==> src/rtl/rgb_hsv_pkg.sv <==
// Shared types and constants for the RGB to HSV pixel converter.
package rgb_hsv_pkg;

  typedef logic [7:0] rgb8_t;
  typedef logic [8:0] hue_t;

  typedef enum logic [1:0] {
    SEL_R = 2'd0,
    SEL_G = 2'd1,
    SEL_B = 2'd2
  } max_sel_t;

  localparam hue_t        HUE_SECTOR   = 9'd60;
  localparam hue_t        HUE_G_OFF    = 9'd120;
  localparam hue_t        HUE_B_OFF    = 9'd240;
  localparam hue_t        HUE_WRAP     = 9'd360;
  localparam int unsigned PIPE_LATENCY = 3;

endpackage

==> src/rtl/rgb_2_hsv_if.sv <==
// Pixel bus for the converter: RGB in, HSV out, one pixel per clock.
interface rgb_2_hsv_if;
  import rgb_hsv_pkg::*;

  rgb8_t rgb_r;
  rgb8_t rgb_g;
  rgb8_t rgb_b;
  hue_t  hsv_h;
  rgb8_t hsv_s;
  rgb8_t hsv_v;

  // Pixel source side
  modport master (
    output rgb_r, rgb_g, rgb_b,
    input  hsv_h, hsv_s, hsv_v
  );

  // Converter side
  modport slave (
    input  rgb_r, rgb_g, rgb_b,
    output hsv_h, hsv_s, hsv_v
  );

endinterface

==> src/rtl/rgb_2_hsv_udiv.sv <==
// Combinational unsigned divider, 16-bit dividend by 8-bit divisor.
// Divisor 0 yields quotient 0; quotients above 255 saturate (never reached by the converter).
module rgb_2_hsv_udiv (
  input  logic [15:0] dividend,
  input  logic [7:0]  divisor,
  output logic [7:0]  quotient
);

  logic [15:0] full;

  // Truncating divide with zero-divisor guard
  always_comb begin
    full = '0;
    if (divisor != 8'd0) begin
      full = dividend / {8'd0, divisor};
    end
    quotient = (full[15:8] != 8'd0) ? 8'hff : full[7:0];
  end

endmodule

==> src/rtl/rgb_2_hsv.sv <==
// Three-stage pipelined RGB to HSV converter: extrema, divide, hue assemble.
module rgb_2_hsv
  import rgb_hsv_pkg::*;
(
  input logic        clk,
  input logic        rst,
  rgb_2_hsv_if.slave pix
);

  // Stage 1 combinational signals
  max_sel_t        c1_sel;
  rgb8_t           c1_max;
  rgb8_t           c1_min;
  logic signed [8:0] c1_diff;
  logic [8:0]      c1_abs;

  // Stage 1 registers
  max_sel_t s1_sel;
  rgb8_t    s1_max;
  rgb8_t    s1_delta;
  rgb8_t    s1_mag;
  logic     s1_neg;

  // Stage 2 signals and registers
  logic [15:0] hue_num;
  logic [15:0] sat_num;
  rgb8_t       c2_q;
  rgb8_t       c2_s;
  max_sel_t    s2_sel;
  rgb8_t       s2_q;
  rgb8_t       s2_s;
  rgb8_t       s2_max;
  logic        s2_neg;
  logic        s2_grey;

  // Stage 3 signals and output registers
  hue_t  c3_h;
  hue_t  out_h;
  rgb8_t out_s;
  rgb8_t out_v;

  // Max channel select (tie priority r > g > b), min, and signed hue difference
  always_comb begin
    if (pix.rgb_r >= pix.rgb_g && pix.rgb_r >= pix.rgb_b) begin
      c1_sel  = SEL_R;
      c1_max  = pix.rgb_r;
      c1_diff = $signed({1'b0, pix.rgb_g}) - $signed({1'b0, pix.rgb_b});
    end else if (pix.rgb_g >= pix.rgb_b) begin
      c1_sel  = SEL_G;
      c1_max  = pix.rgb_g;
      c1_diff = $signed({1'b0, pix.rgb_b}) - $signed({1'b0, pix.rgb_r});
    end else begin
      c1_sel  = SEL_B;
      c1_max  = pix.rgb_b;
      c1_diff = $signed({1'b0, pix.rgb_r}) - $signed({1'b0, pix.rgb_g});
    end
    if (pix.rgb_r <= pix.rgb_g) begin
      c1_min = (pix.rgb_r <= pix.rgb_b) ? pix.rgb_r : pix.rgb_b;
    end else begin
      c1_min = (pix.rgb_g <= pix.rgb_b) ? pix.rgb_g : pix.rgb_b;
    end
    c1_abs = c1_diff[8] ? 9'(-c1_diff) : 9'(c1_diff);
  end

  // Stage 1 register
  always_ff @(posedge clk or negedge rst) begin
    if (!rst) begin
      s1_sel   <= SEL_R;
      s1_max   <= '0;
      s1_delta <= '0;
      s1_mag   <= '0;
      s1_neg   <= 1'b0;
    end else begin
      s1_sel   <= c1_sel;
      s1_max   <= c1_max;
      s1_delta <= c1_max - c1_min;
      s1_mag   <= c1_abs[7:0];
      s1_neg   <= c1_diff[8];
    end
  end

  // |diff| never exceeds delta, so 60*|diff|/delta stays within 0..60
  always_comb begin
    hue_num = 16'(s1_mag) * 16'(HUE_SECTOR);
    sat_num = 16'(s1_delta) * 16'd255;
  end

  rgb_2_hsv_udiv u_hue_div (
    .dividend (hue_num),
    .divisor  (s1_delta),
    .quotient (c2_q)
  );

  rgb_2_hsv_udiv u_sat_div (
    .dividend (sat_num),
    .divisor  (s1_max),
    .quotient (c2_s)
  );

  // Stage 2 register
  always_ff @(posedge clk or negedge rst) begin
    if (!rst) begin
      s2_sel  <= SEL_R;
      s2_q    <= '0;
      s2_s    <= '0;
      s2_max  <= '0;
      s2_neg  <= 1'b0;
      s2_grey <= 1'b0;
    end else begin
      s2_sel  <= s1_sel;
      s2_q    <= c2_q;
      s2_s    <= c2_s;
      s2_max  <= s1_max;
      s2_neg  <= s1_neg;
      s2_grey <= (s1_delta == 8'd0);
    end
  end

  // Hue assembly; a tiny negative r-sector diff can floor q to 0, so 360 folds back to 0
  always_comb begin
    c3_h = '0;
    unique case (s2_sel)
      SEL_R:   c3_h = s2_neg ? HUE_WRAP - {1'b0, s2_q} : {1'b0, s2_q};
      SEL_G:   c3_h = s2_neg ? HUE_G_OFF - {1'b0, s2_q} : HUE_G_OFF + {1'b0, s2_q};
      SEL_B:   c3_h = s2_neg ? HUE_B_OFF - {1'b0, s2_q} : HUE_B_OFF + {1'b0, s2_q};
      default: c3_h = '0;
    endcase
    if (s2_grey || c3_h >= HUE_WRAP) begin
      c3_h = '0;
    end
  end

  // Output register
  always_ff @(posedge clk or negedge rst) begin
    if (!rst) begin
      out_h <= '0;
      out_s <= '0;
      out_v <= '0;
    end else begin
      out_h <= c3_h;
      out_s <= s2_s;
      out_v <= s2_max;
    end
  end

  assign pix.hsv_h = out_h;
  assign pix.hsv_s = out_s;
  assign pix.hsv_v = out_v;

endmodule

==> src/flat_wrapper.sv <==
// flat-port wrapper written by rule: the top's interface ports become plain ports
module rgb_2_hsv_flat import rgb_hsv_pkg::*;
  (clk, rst, pix_rgb_r, pix_rgb_g, pix_rgb_b, pix_hsv_h, pix_hsv_s, pix_hsv_v);
  rgb_2_hsv_if pix_i ();
  input logic clk;
  input logic rst;
  input wire logic [$bits(pix_i.rgb_r)-1:0] pix_rgb_r;
  input wire logic [$bits(pix_i.rgb_g)-1:0] pix_rgb_g;
  input wire logic [$bits(pix_i.rgb_b)-1:0] pix_rgb_b;
  output wire logic [$bits(pix_i.hsv_h)-1:0] pix_hsv_h;
  output wire logic [$bits(pix_i.hsv_s)-1:0] pix_hsv_s;
  output wire logic [$bits(pix_i.hsv_v)-1:0] pix_hsv_v;
  assign pix_i.rgb_r = pix_rgb_r;
  assign pix_i.rgb_g = pix_rgb_g;
  assign pix_i.rgb_b = pix_rgb_b;
  assign pix_hsv_h = pix_i.hsv_h;
  assign pix_hsv_s = pix_i.hsv_s;
  assign pix_hsv_v = pix_i.hsv_v;
  rgb_2_hsv u_core (.clk(clk), .rst(rst), .pix(pix_i));
endmodule
==> config.mk <==
export PLATFORM = sky130hd
export DESIGN_NAME = rgb_2_hsv_flat
export DESIGN_NICKNAME = d
export VERILOG_FILES = /design/src/rtl/rgb_hsv_pkg.sv /design/src/rtl/rgb_2_hsv_if.sv /design/src/rtl/rgb_2_hsv_udiv.sv /design/src/rtl/rgb_2_hsv.sv /design/src/flat_wrapper.sv
export SDC_FILE = /design/constraint.sdc
export NUM_CORES = 1
export LEC_CHECK = 0
export ABC_AREA = 1
export CORE_ASPECT_RATIO = 1.5
export CORE_MARGIN = 3
export CORE_UTILIZATION = 50
export CTS_CLUSTER_DIAMETER = 100
export DETAILED_ROUTE_END_ITERATION = 10
export GPL_TIMING_DRIVEN = 0
export PLACE_DENSITY = 0.71
export SLEW_MARGIN = 5
export SYNTH_ARGS = -nofsm -noshare
export SYNTH_HDL_FRONTEND = slang
export SYNTH_SLANG_ARGS = --single-unit
==> constraint.sdc <==
create_clock -name clk -period 38.8 [get_ports clk]
set_input_delay 11.64 -clock clk [delete_from_list [all_inputs] [get_ports clk]]
set_output_delay 11.64 -clock clk [all_outputs]
set_load 0.05 [all_outputs]
==> results by stage <==
Synth:
- The sequential share of the synthesized area is 11.3%.
- The share of Yosys cell area claimed by the top area cell type is 21.4%.
- The most frequent cell after synthesis is nand2_1.
- A synthesized cell averages 6.79 µm².
- In the synthesized netlist the async set-or-reset flop fraction comes to 100%.
- The largest area contributor in the synthesized netlist is ha_1.
- The cell area after synthesis is 17800 µm².
- The commonest cells after synthesis are nand2_1, inv_1, ha_1.
- After technology mapping, the gate count stands at roughly 2600.
- For this run, the number of Yosys warnings is 0.
- After synthesis, the netlist uses 60 different library cells.
- The number of enable flip-flop cells after synthesis is 0.
- Among all flip-flop cells after synthesis, the most frequent one is dfrtp_1.
- Ranked by total cell area, the synthesized netlist is headed by ha_1, nand2_1, dfrtp_1.
- The total of flip-flops plus latches after synthesis is 80.
- The number of nets handed over by synthesis was 2993.

Placed design:
- Buffers placed on the I/O ports in this run total 50.
- Summed over all nets, the half-perimeter wirelength after detailed placement is 38.3 mm.
- The congestion estimate from routability-driven global placement came to between 0.9 and 1.

Run status:
- The run finished with clean final reports.

Floorplan:
- The height of the chip is 237 µm.
- The floorplan step defined a die boundary enclosing 37900 µm².
- After floorplanning, the core was divided into between 80 and 90 placement rows.
- The starting utilization of the core area is 51.2%.
- The area of the placeable core is 34700 µm².
- The total I/O pin count is a little over 50.
- The x dimension of the die is 160 µm.

Route:
- Dividing the detail-routed wire length by the instance count gives 14.4 µm.
- The detailed router placed about 17000 vias in this run.
- The DRC violation count after routing is 0.
- The initial DRC count is 649.
- The remaining antenna violation count is 0.
- The total iterations of the first detailed-routing run is 5.
- Using the TritonRoute via totals, the vias-per-cell ratio works out to 5.39.
- After detailed routing, the total wire length is 45.6 mm.

Timing:
- The total negative slack for setup checks is 0 ns.
- The slew of the pin with the lowest slew margin is 0.981 ns.
- The maximum clock rate is 28.8 MHz.
- The max-slew headroom at the worst pin is 34.3%.
- The number of pins with negative max-slew slack in the final report is 0.
- The final worst-path cycle share is about nine tenths.
- Setup repair after global routing left no endpoint under its margin.
- The final worst clock skew is 0.0116 ns.
- The number of failing setup endpoints in the final timing report is 0.
- The shortest clock period the worst path allows after layout is around 35 ns.
- The final hold violation count came to 0.

Clocking:
- The total clock sinks is 80.
- The number of clock buffers added by TritonCTS is 9.
- The clock transition at the register clock pins on the worst setup and hold paths after CTS is 0.07 ns.
- The clock latency on the worst-skew pair is 0.37 ns.
- TritonCTS built the clock tree.
- The clock root buffer master is clkbuf_16.
- The H-tree generated during clock tree synthesis spans 3 levels.
- The count of hold buffers inserted by post-cts repair is 0.
- The clock passes through at most 2 buffers.

Final layout:
- For this run, the post-layout net count is 3071.
- The layout cell share with drive strength beyond 1 is 6.93%.
- The final core area utilization is ~56%.
- The repair_antennas step left the layout with diodes totalling 0.
- Compared with the post-synthesis result, the final layout area differs by 8.72%.

Setup path:
- The capture instance of the worst register-to-register path is u_core.s2_s[0].
- The critical path contains buffers and inverters numbering 47 combined.
- The worst path required time is 39.03 ns.
- The delay contributed by the slowest stage of the critical path is roughly 0.63 ns.
- The logic depth of the worst path, buffers included is roughly 230.
- The worst-path maximum fanout is 10.
- Counting stages on the worst path, the most repeated cell is nand2_1.
- The slowest stage cell on the critical path is fa_1.
- The beginning of the worst register-to-register path is u_core.s1_delta[3].
- STA classifies the critical path endpoint as a flip-flop.
- By startpoint and endpoint, the worst setup path is classified as flip-flop to flip-flop.
- The setup slack on the worst flop-to-flop path is between 4 and 5 ns.
- In this run the worst setup path terminates at u_core.s2_s[0].
- The worst setup path is launched from a flip-flop.
- The length in cells of the worst reg-to-reg path is 226.
- Broken down by cell family, the worst path's largest delay share belongs to compound AO/OA/AOI/OAI gates.
- At the worst endpoint, the arrival time is 34.95 ns.
- In this run the worst setup path begins at u_core.s1_delta[3].

Global route:
- The number of global-route vias before repair came to 17026.
- The leftover overflow at the end of global routing is 0.
- The first global-routing pass estimated 77.2 mm of wire.
- The number of antenna violations at the first check in global routing is 0.
- The largest net degree at the start of global routing is 49.
- Across every metal layer, demand over resource in global routing totals 24.3%.

Min path:
- The path category of the worst min-delay check is flip-flop to flip-flop.
- The worst hold path was traced through 0 stages.

Run:
- Max-cap violations in this run came to 0.
[flip-flops by register name, summed over array words and instances, names as in the netlist]
signal	count
u_core.s2_grey	1
u_core.pix.hsv_h	9
u_core.s1_delta	8
u_core.s1_neg	1
u_core.s2_s	8
u_core.s1_mag	8
u_core.pix.hsv_s	8
u_core.pix.hsv_v	8
u_core.s2_max	8
u_core.s2_neg	1
u_core.s1_max	8
u_core.s1_sel	2
u_core.s2_sel	2
u_core.s2_q	8
[metal layers]
| metal | global-route usage, % | share of wire [%] |
|---|---|---|
| met5 | 0 | 0 |
| met4 | 12.6 | 5.2 |
| met1 | 24.3 | 38 |
| met2 | 49.0 | 55 |
| met3 | 1.91 | 1.4 |
[area by class of cell]
type,count,area (µm²)
Clock buffer,10,239
Inverter,428,1630
Buffer,31,153
Fill cell,3438,15400
Sequential cell,80,2000
Timing Repair Buffer,66,638
Multi-Input combinational cell,2078,14000
Clock inverter,6,47.5
Tap cell,467,584
Timing Repair inverter,1,5.00
[worst min path at each step]
stage / slack [ns] / start / end
2_1_floorplan: 0.33 / u_core.s2_s[0] / u_core.pix.hsv_s[0]
3_3_place_gp: 0.33 / u_core.s1_sel[1] / u_core.s2_sel[1]
3_5_place_dp: 0.33 / u_core.s2_s[3] / u_core.pix.hsv_s[3]
4_1_cts: 0.35 / u_core.s2_s[3] / u_core.pix.hsv_s[3]
5_1_grt: 0.35 / u_core.s2_s[2] / u_core.pix.hsv_s[2]
6_report: 0.35 / u_core.s2_s[3] / u_core.pix.hsv_s[3]
[cell usage in the layout, fill, tap and decap left out, types with 10 or more instances in the layout]
| cell | n |
|---|---|
| nor3_1 | 26 |
| inv_1 | 404 |
| nand4_1 | 30 |
| dfrtp_1 | 79 |
| nor2_2 | 11 |
| ha_1 | 304 |
| fa_1 | 46 |
| inv_2 | 15 |
| clkbuf_1 | 18 |
| buf_4 | 17 |
| nand3_2 | 12 |
| o21bai_1 | 38 |
| or2_2 | 24 |
| o21ai_1 | 35 |
| a21o_1 | 65 |
| nand2_1 | 564 |
| xnor2_1 | 82 |
| o22ai_1 | 10 |
| nor2_1 | 150 |
| nand2_2 | 32 |
| a21oi_1 | 120 |
| clkdlybuf4s50_1 | 49 |
| nand3b_1 | 12 |
| nand3_1 | 143 |
| o21ai_0 | 187 |
| xor2_1 | 83 |
[logic make-up after synthesis]
| group | synth area share [%] |
|---|---|
| xor+xnor | 8.14 |
| other cells | 0.0211 |
| buf+inv | 9.88 |
| simple gates | 26.8 |
| compound gates | 17.3 |
| flops | 11.3 |
| fa+ha+maj | 26.6 |
[timing repair]
action | in CTS | in global routing
resized for setup | 0 | 15
buffers inserted | 0 | 15
endpoints found under the setup margin | 0 | 1
[through the flow]
stage	instance area [µm²]	instances	hold slack, ns	worst slack [ns]
after floorplan	17800	2617	0.331	8.06
after global placement	18800	3134	0.333	3.98
after detailed placement	18900	3135	0.335	2.96
after CTS	19200	3151	0.348	2.83
after global routing	19300	3167	0.353	0.0438
final	19300	3167	0.346	4.08
Power is not shown: default switching activity piles up to over one toggle a cycle in this logic, so the estimate is an artifact.
